==> config.mk <==
export PLATFORM = sky130hd
export DESIGN_NAME = mcp_tx_launcher_flat
export DESIGN_NICKNAME = d
export VERILOG_FILES = /design/src/rtl/mcp_tx_launcher_pkg.sv /design/src/rtl/mcp_tx_launcher_if.sv /design/src/rtl/mcp_tx_launcher_bit_sync.sv /design/src/rtl/mcp_tx_launcher.sv /design/src/flat_wrapper.sv
export SDC_FILE = /design/constraint.sdc
export NUM_CORES = 1
export LEC_CHECK = 0
export CAP_MARGIN = 20
export CELL_PAD_IN_SITES_DETAIL_PLACEMENT = 1
export CELL_PAD_IN_SITES_GLOBAL_PLACEMENT = 1
export CORE_AREA = 10 10 47 49
export CTS_CLUSTER_DIAMETER = 40
export CTS_CLUSTER_SIZE = 12
export DETAILED_ROUTE_END_ITERATION = 6
export DIE_AREA = 0 0 57 59
export PLACE_DENSITY_LB_ADDON = 0.1
export SYNTH_ARGS = -nofsm -noshare
export SYNTH_HDL_FRONTEND = slang
export SYNTH_SLANG_ARGS = --single-unit
==> constraint.sdc <==
create_clock -name CLK -period 2.4 [get_ports CLK]
set_input_delay 0.48 -clock CLK [delete_from_list [all_inputs] [get_ports CLK]]
set_output_delay 0.48 -clock CLK [all_outputs]
set_load 0.02 [all_outputs]
==> src/rtl/mcp_tx_launcher_pkg.sv <==
// mcp_tx_launcher_pkg: state encoding, default sync depth and watchdog width helper
package mcp_tx_launcher_pkg;

    typedef enum logic [1:0] {
        IDLE = 2'd0,
        REQ  = 2'd1,
        REL  = 2'd2
    } state_t;

    localparam int DEF_ACK_STAGES = 2;

    // A disabled watchdog still gets a 1-bit counter so the declaration stays legal
    function automatic int cnt_width(int t);
        return (t > 0) ? $clog2(t + 1) : 1;
    endfunction

endpackage

==> src/rtl/mcp_tx_launcher_if.sv <==
// mcp_tx_launcher_if: producer handshake, destination request/ack and status signals
interface mcp_tx_launcher_if #(
    parameter int BUS_WIDTH = 1
) ();
    logic [BUS_WIDTH-1:0] in_data;
    logic                 in_valid;
    logic                 in_ready;
    logic [BUS_WIDTH-1:0] UNSYNC_bus;
    logic                 bus_enable;
    logic                 ack_async;
    logic                 tx_done;
    logic                 timeout_err;
    logic                 err_clr;

    modport slave (
        input  in_data, in_valid, ack_async, err_clr,
        output in_ready, UNSYNC_bus, bus_enable, tx_done, timeout_err
    );

    modport master (
        output in_data, in_valid, ack_async, err_clr,
        input  in_ready, UNSYNC_bus, bus_enable, tx_done, timeout_err
    );
endinterface

==> src/rtl/mcp_tx_launcher_bit_sync.sv <==
// mcp_tx_launcher_bit_sync: single-bit flop-chain synchronizer with async active-high reset
module mcp_tx_launcher_bit_sync #(
    parameter int NUM_STAGES = 2
) (
    input  logic clk,
    input  logic rst,
    input  logic i_d,
    output logic o_q
);
    logic [NUM_STAGES-1:0] r_chain;

    always_ff @(posedge clk or posedge rst) begin
        if (rst)
            r_chain <= '0;
        else
            r_chain <= {r_chain[NUM_STAGES-2:0], i_d};
    end

    assign o_q = r_chain[NUM_STAGES-1];
endmodule

==> src/rtl/mcp_tx_launcher.sv <==
// mcp_tx_launcher: source-side MCP launcher; holds a word, runs a 4-phase req/ack
// handshake against a synchronized acknowledge, with an optional watchdog.
module mcp_tx_launcher
    import mcp_tx_launcher_pkg::*;
#(
    parameter int BUS_WIDTH      = 1,
    parameter int ACK_STAGES     = DEF_ACK_STAGES,
    parameter int TIMEOUT_CYCLES = 0
) (
    input logic               CLK,
    input logic               RST,
    mcp_tx_launcher_if.slave  bus
);
    localparam int             CW     = cnt_width(TIMEOUT_CYCLES);
    localparam bit             WD_ON  = TIMEOUT_CYCLES > 0;
    localparam logic [CW-1:0]  C_LAST = CW'(WD_ON ? TIMEOUT_CYCLES - 1 : 0);

    state_t               r_state;
    logic [BUS_WIDTH-1:0] r_data;
    logic [CW-1:0]        r_cnt;
    logic                 r_en;
    logic                 r_done;
    logic                 r_err;
    logic                 w_ack;
    logic                 w_to;
    logic [CW-1:0]        w_cnt_inc;

    mcp_tx_launcher_bit_sync #(.NUM_STAGES(ACK_STAGES)) u_ack_sync (
        .clk (CLK),
        .rst (RST),
        .i_d (bus.ack_async),
        .o_q (w_ack)
    );

    // The edge that would take the count to TIMEOUT_CYCLES is the timeout edge,
    // so the counter never needs to hold more than TIMEOUT_CYCLES-1.
    assign w_cnt_inc = (r_cnt == C_LAST) ? r_cnt : r_cnt + 1'b1;
    assign w_to      = WD_ON && (r_cnt == C_LAST) &&
                       ((r_state == REQ && !w_ack) || (r_state == REL && w_ack));

    always_ff @(posedge CLK or posedge RST) begin
        if (RST) begin
            r_state <= IDLE;
            r_data  <= '0;
            r_cnt   <= '0;
            r_en    <= 1'b0;
            r_done  <= 1'b0;
            r_err   <= 1'b0;
        end else begin
            r_done <= 1'b0;
            r_err  <= w_to ? 1'b1 : bus.err_clr ? 1'b0 : r_err;
            case (r_state)
                IDLE: if (bus.in_valid) begin
                    r_data  <= bus.in_data;
                    r_en    <= 1'b1;
                    r_cnt   <= '0;
                    r_state <= REQ;
                end
                REQ: if (w_ack || w_to) begin
                    r_en    <= 1'b0;
                    r_cnt   <= '0;
                    r_state <= REL;
                end else begin
                    r_cnt   <= w_cnt_inc;
                end
                // A stuck-high ack only raises the flag; the handshake still waits for it
                REL: if (!w_ack) begin
                    r_done  <= 1'b1;
                    r_cnt   <= '0;
                    r_state <= IDLE;
                end else begin
                    r_cnt   <= w_to ? '0 : w_cnt_inc;
                end
                default: r_state <= IDLE;
            endcase
        end
    end

    assign bus.in_ready    = (r_state == IDLE);
    assign bus.UNSYNC_bus  = r_data;
    assign bus.bus_enable  = r_en;
    assign bus.tx_done     = r_done;
    assign bus.timeout_err = r_err;
endmodule
==> src/flat_wrapper.sv <==
// flat-port wrapper written by rule: the top's interface ports become plain ports
module mcp_tx_launcher_flat import mcp_tx_launcher_pkg::*;
#(
    parameter int BUS_WIDTH      = 1,
    parameter int ACK_STAGES     = DEF_ACK_STAGES,
    parameter int TIMEOUT_CYCLES = 0
)
  (CLK, RST, bus_in_data, bus_in_valid, bus_ack_async, bus_err_clr, bus_in_ready, bus_UNSYNC_bus, bus_bus_enable, bus_tx_done, bus_timeout_err);
  mcp_tx_launcher_if #(.BUS_WIDTH(BUS_WIDTH)) bus_i ();
  input logic CLK;
  input logic RST;
  input wire logic [$bits(bus_i.in_data)-1:0] bus_in_data;
  input wire logic [$bits(bus_i.in_valid)-1:0] bus_in_valid;
  input wire logic [$bits(bus_i.ack_async)-1:0] bus_ack_async;
  input wire logic [$bits(bus_i.err_clr)-1:0] bus_err_clr;
  output wire logic [$bits(bus_i.in_ready)-1:0] bus_in_ready;
  output wire logic [$bits(bus_i.UNSYNC_bus)-1:0] bus_UNSYNC_bus;
  output wire logic [$bits(bus_i.bus_enable)-1:0] bus_bus_enable;
  output wire logic [$bits(bus_i.tx_done)-1:0] bus_tx_done;
  output wire logic [$bits(bus_i.timeout_err)-1:0] bus_timeout_err;
  assign bus_i.in_data = bus_in_data;
  assign bus_i.in_valid = bus_in_valid;
  assign bus_i.ack_async = bus_ack_async;
  assign bus_i.err_clr = bus_err_clr;
  assign bus_in_ready = bus_i.in_ready;
  assign bus_UNSYNC_bus = bus_i.UNSYNC_bus;
  assign bus_bus_enable = bus_i.bus_enable;
  assign bus_tx_done = bus_i.tx_done;
  assign bus_timeout_err = bus_i.timeout_err;
  mcp_tx_launcher #(.BUS_WIDTH(BUS_WIDTH), .ACK_STAGES(ACK_STAGES), .TIMEOUT_CYCLES(TIMEOUT_CYCLES)) u_core (.CLK(CLK), .RST(RST), .bus(bus_i));
endmodule
==> results.tsv <==
stage	metric	value	unit
yosys	avgSynthCellArea	11.6	µm²
cells_and_area	fin_cells	50	
setup_path	startpoint	u_core.r_state[0]	
global_route	overflow	0	
global_route	grt_usage	0.0443	
yosys	synth_fp_nets	29	
cells_and_area	drive_gt1_frac	0.147	
pwr	p_total	497	µW
cells_and_area	antennaDiodeCount	0	
floorplan	rows	14	
cells_and_area	area_growth_syn_to_layout	44.6	%
yosys	netlist_area	267	µm²
flow_run	cap_violations	0	
drt	drt_iter0_markers	0	
sta	final_max_slew_viol_count	0	
drt	antenna_left	0	
floorplan	coreArea	0.00140	mm²
global_route	grt_pass1_vias	252	
pwr	peakVddDrop	0.334	mV
setup_path	critPathMaxStageDelay	0.61	ns
cts	cts.sink_count	7	
pwr	power.density	1290	mW/mm²
yosys	yosysTopAreaCellShare	0.657	
setup_path	r2r_start	u_core.r_state[0]	
yosys	synth_seq_cells	7	
setup_path	worst_setup_path_start_kind	flip-flop	
setup_path	reg2reg_slack	1.31	ns
cts	cts.repair.resized	0	
worst_hold_path	hold_path.class	flip-flop to flip-flop	
yosys	synth_top_area_cell	dfrtp_1	
setup_path	worst_r2r_path_depth	3	
setup_path	cp.buffers_inverters	1	
setup_path	cp-end-kind	primary output	
yosys	yosysUniqueCellTypes	13	
cts	h-tree-depth	1	
setup_path	worst_ep_arrival_time	1.47	ns
setup_path	path_depth	2	
placement	placed_cells	46	
cts	clock_path_buffers	2	
yosys	synth-seq-area-share	0.657	
yosys	yosysWarnings	0	
floorplan	start_util	0.190	
sta	hold_violations	0	
cts	clkTransAtPathRegs	0.05	ns
floorplan	chipWidth	57	µm
drt	drtPass1Iterations	1	
sta	min_period	1.95	ns
yosys	synthTopCellsByArea	dfrtp_1 66%, mux2_4 5.6%, inv_1 4.2%	
cts	cts_buffers	3	
global_route	antenna_found_initial	0	
global_route	grt_max_degree	8	
setup_path	critPathTopFamily	buffers and inverters	
global_route	grt_pass1_wl	1080	µm
cts	cts_setup_buffers	0	
cts	ctsHoldBuffers	0	
setup_path	critPathKind	flip-flop to primary output	
sta	finalSetupTns	0	ns
sta	grt_setup_unrepaired	false	
placement	portBuffers	8	
setup_path	worst-path-max-fanout	6	
drt	wl_per_cell	12.0	µm
pwr	p_leak	0.171	nW
cts	insertion_delay	0.25	ns
sta	fmax	514	MHz
sta	final-setup-viol-count	0	
drt	vias	199	
setup_path	critPathSlowestCell	clkdlybuf4s50_1	
sta	final.setup_skew	0.00164	ns
cts	cts_root_buf	clkbuf_4	
placement	gp_congestion	0.745	
sta	holdWs	0.354	ns
floorplan	die_y	59	µm
drt	viasPerCell	3.98	
floorplan	die_area	0.00336	mm²
setup_path	rr_endpoint	u_core.bus.UNSYNC_bus	
cts	cts_tree	built	
sta	fin_crit_sh	0.811	
drt	drc_errors	0	
drt	wirelength	599	µm
run_status	outcome	finished, final reports clean	
setup_path	cp_cell_sequence	nor2_2 > clkdlybuf4s50_1	
setup_path	worstPathRequired	1.92	ns
setup_path	endpoint	bus_in_ready	
floorplan	ios	11	
cells_and_area	fin_nets	41	
yosys	synthesis.instances	23	
metal layers:
| layer | part of all wire | track usage | routed length (µm) | vias up |
|---|---|---|---|---|
| li1 | - | - | - | 93 |
| met1 | 0.44 | 0.0423 | 263 | 92 |
| met2 | 0.40 | 0.0558 | 238 | 10 |
| met3 | 0.13 | 0.0343 | 78 | 4 |
| met4 | 0.032 | 0.0503 | 19 | 0 |
| met5 | 0 | 0 | 0 | - |
per-stage QoR:
stage	util	cell area [µm²]	setup WS [ns]
after floorplan	-	267	1.21
after global placement	0.256	359	0.711
after detailed placement	0.256	359	0.707
after CTS	0.275	385	0.427
after global routing	0.275	385	0.393
final	0.275	385	0.454
cells in the mapped netlist:
library cell / n
dfrtp_1: 7
buf_4: 1
nor2_1: 2
inv_1: 3
a21oi_1: 1
nor3_1: 1
xnor2_1: 1
a211oi_1: 1
nand2_1: 1
nor2_2: 1
conb_1: 1
o21ai_0: 2
mux2_4: 1
worst min path at each step:
stage	end	start	cells past startpoint
after detailed placement	u_core.u_ack_sync.r_chain[1]	u_core.u_ack_sync.r_chain[0]	0
after global routing	u_core.u_ack_sync.r_chain[1]	u_core.u_ack_sync.r_chain[0]	0
after global placement	u_core.u_ack_sync.r_chain[1]	u_core.u_ack_sync.r_chain[0]	0
after floorplan	u_core.bus.UNSYNC_bus	RST	1
after CTS	u_core.u_ack_sync.r_chain[1]	u_core.u_ack_sync.r_chain[0]	0
final	u_core.u_ack_sync.r_chain[1]	u_core.u_ack_sync.r_chain[0]	0
placed cells by master, fill, tap and decap left out, types with 2 or more instances in the layout:
| cell type | n |
|---|---|
| nor2_1 | 2 |
| o21ai_0 | 2 |
| inv_1 | 3 |
| clkdlybuf4s50_1 | 8 |
| clkbuf_4 | 3 |
| dfrtp_1 | 7 |
layout make-up:
cell class | instances | area (µm²)
Fill cell | 174 | 1020
Inverter | 3 | 11.3
Clock buffer | 4 | 26.3
Multi-Input combinational cell | 12 | 72.6
Tap cell | 16 | 20.0
Timing Repair Buffer | 8 | 80.1
Sequential cell | 7 | 175
logic make-up after synthesis:
| group | after synthesis | synth area share |
|---|---|---|
| other cells | 1 | 0.0141 |
| mux | 1 | 0.0563 |
| buf+inv | 4 | 0.0704 |
| simple gates | 5 | 0.0845 |
| xor+xnor | 1 | 0.0329 |
| flops | 7 | 0.657 |
| compound gates | 4 | 0.0845 |
where the power goes:
part	internal (mW)	switching, mW
clock	0.0635	0.0440
combinational	0.101	0.0888
sequential	0.157	0.0428
total	0.322	0.176
sequential cells by signal, indices dropped and copies added, names as in the netlist:
register                   flops
u_core.r_state                 2
u_core.u_ack_sync.r_chain      2
u_core.bus.UNSYNC_bus          1
u_core.bus.bus_enable          1
u_core.bus.tx_done             1
No activity file was read; power rests on OpenSTA's default activity.
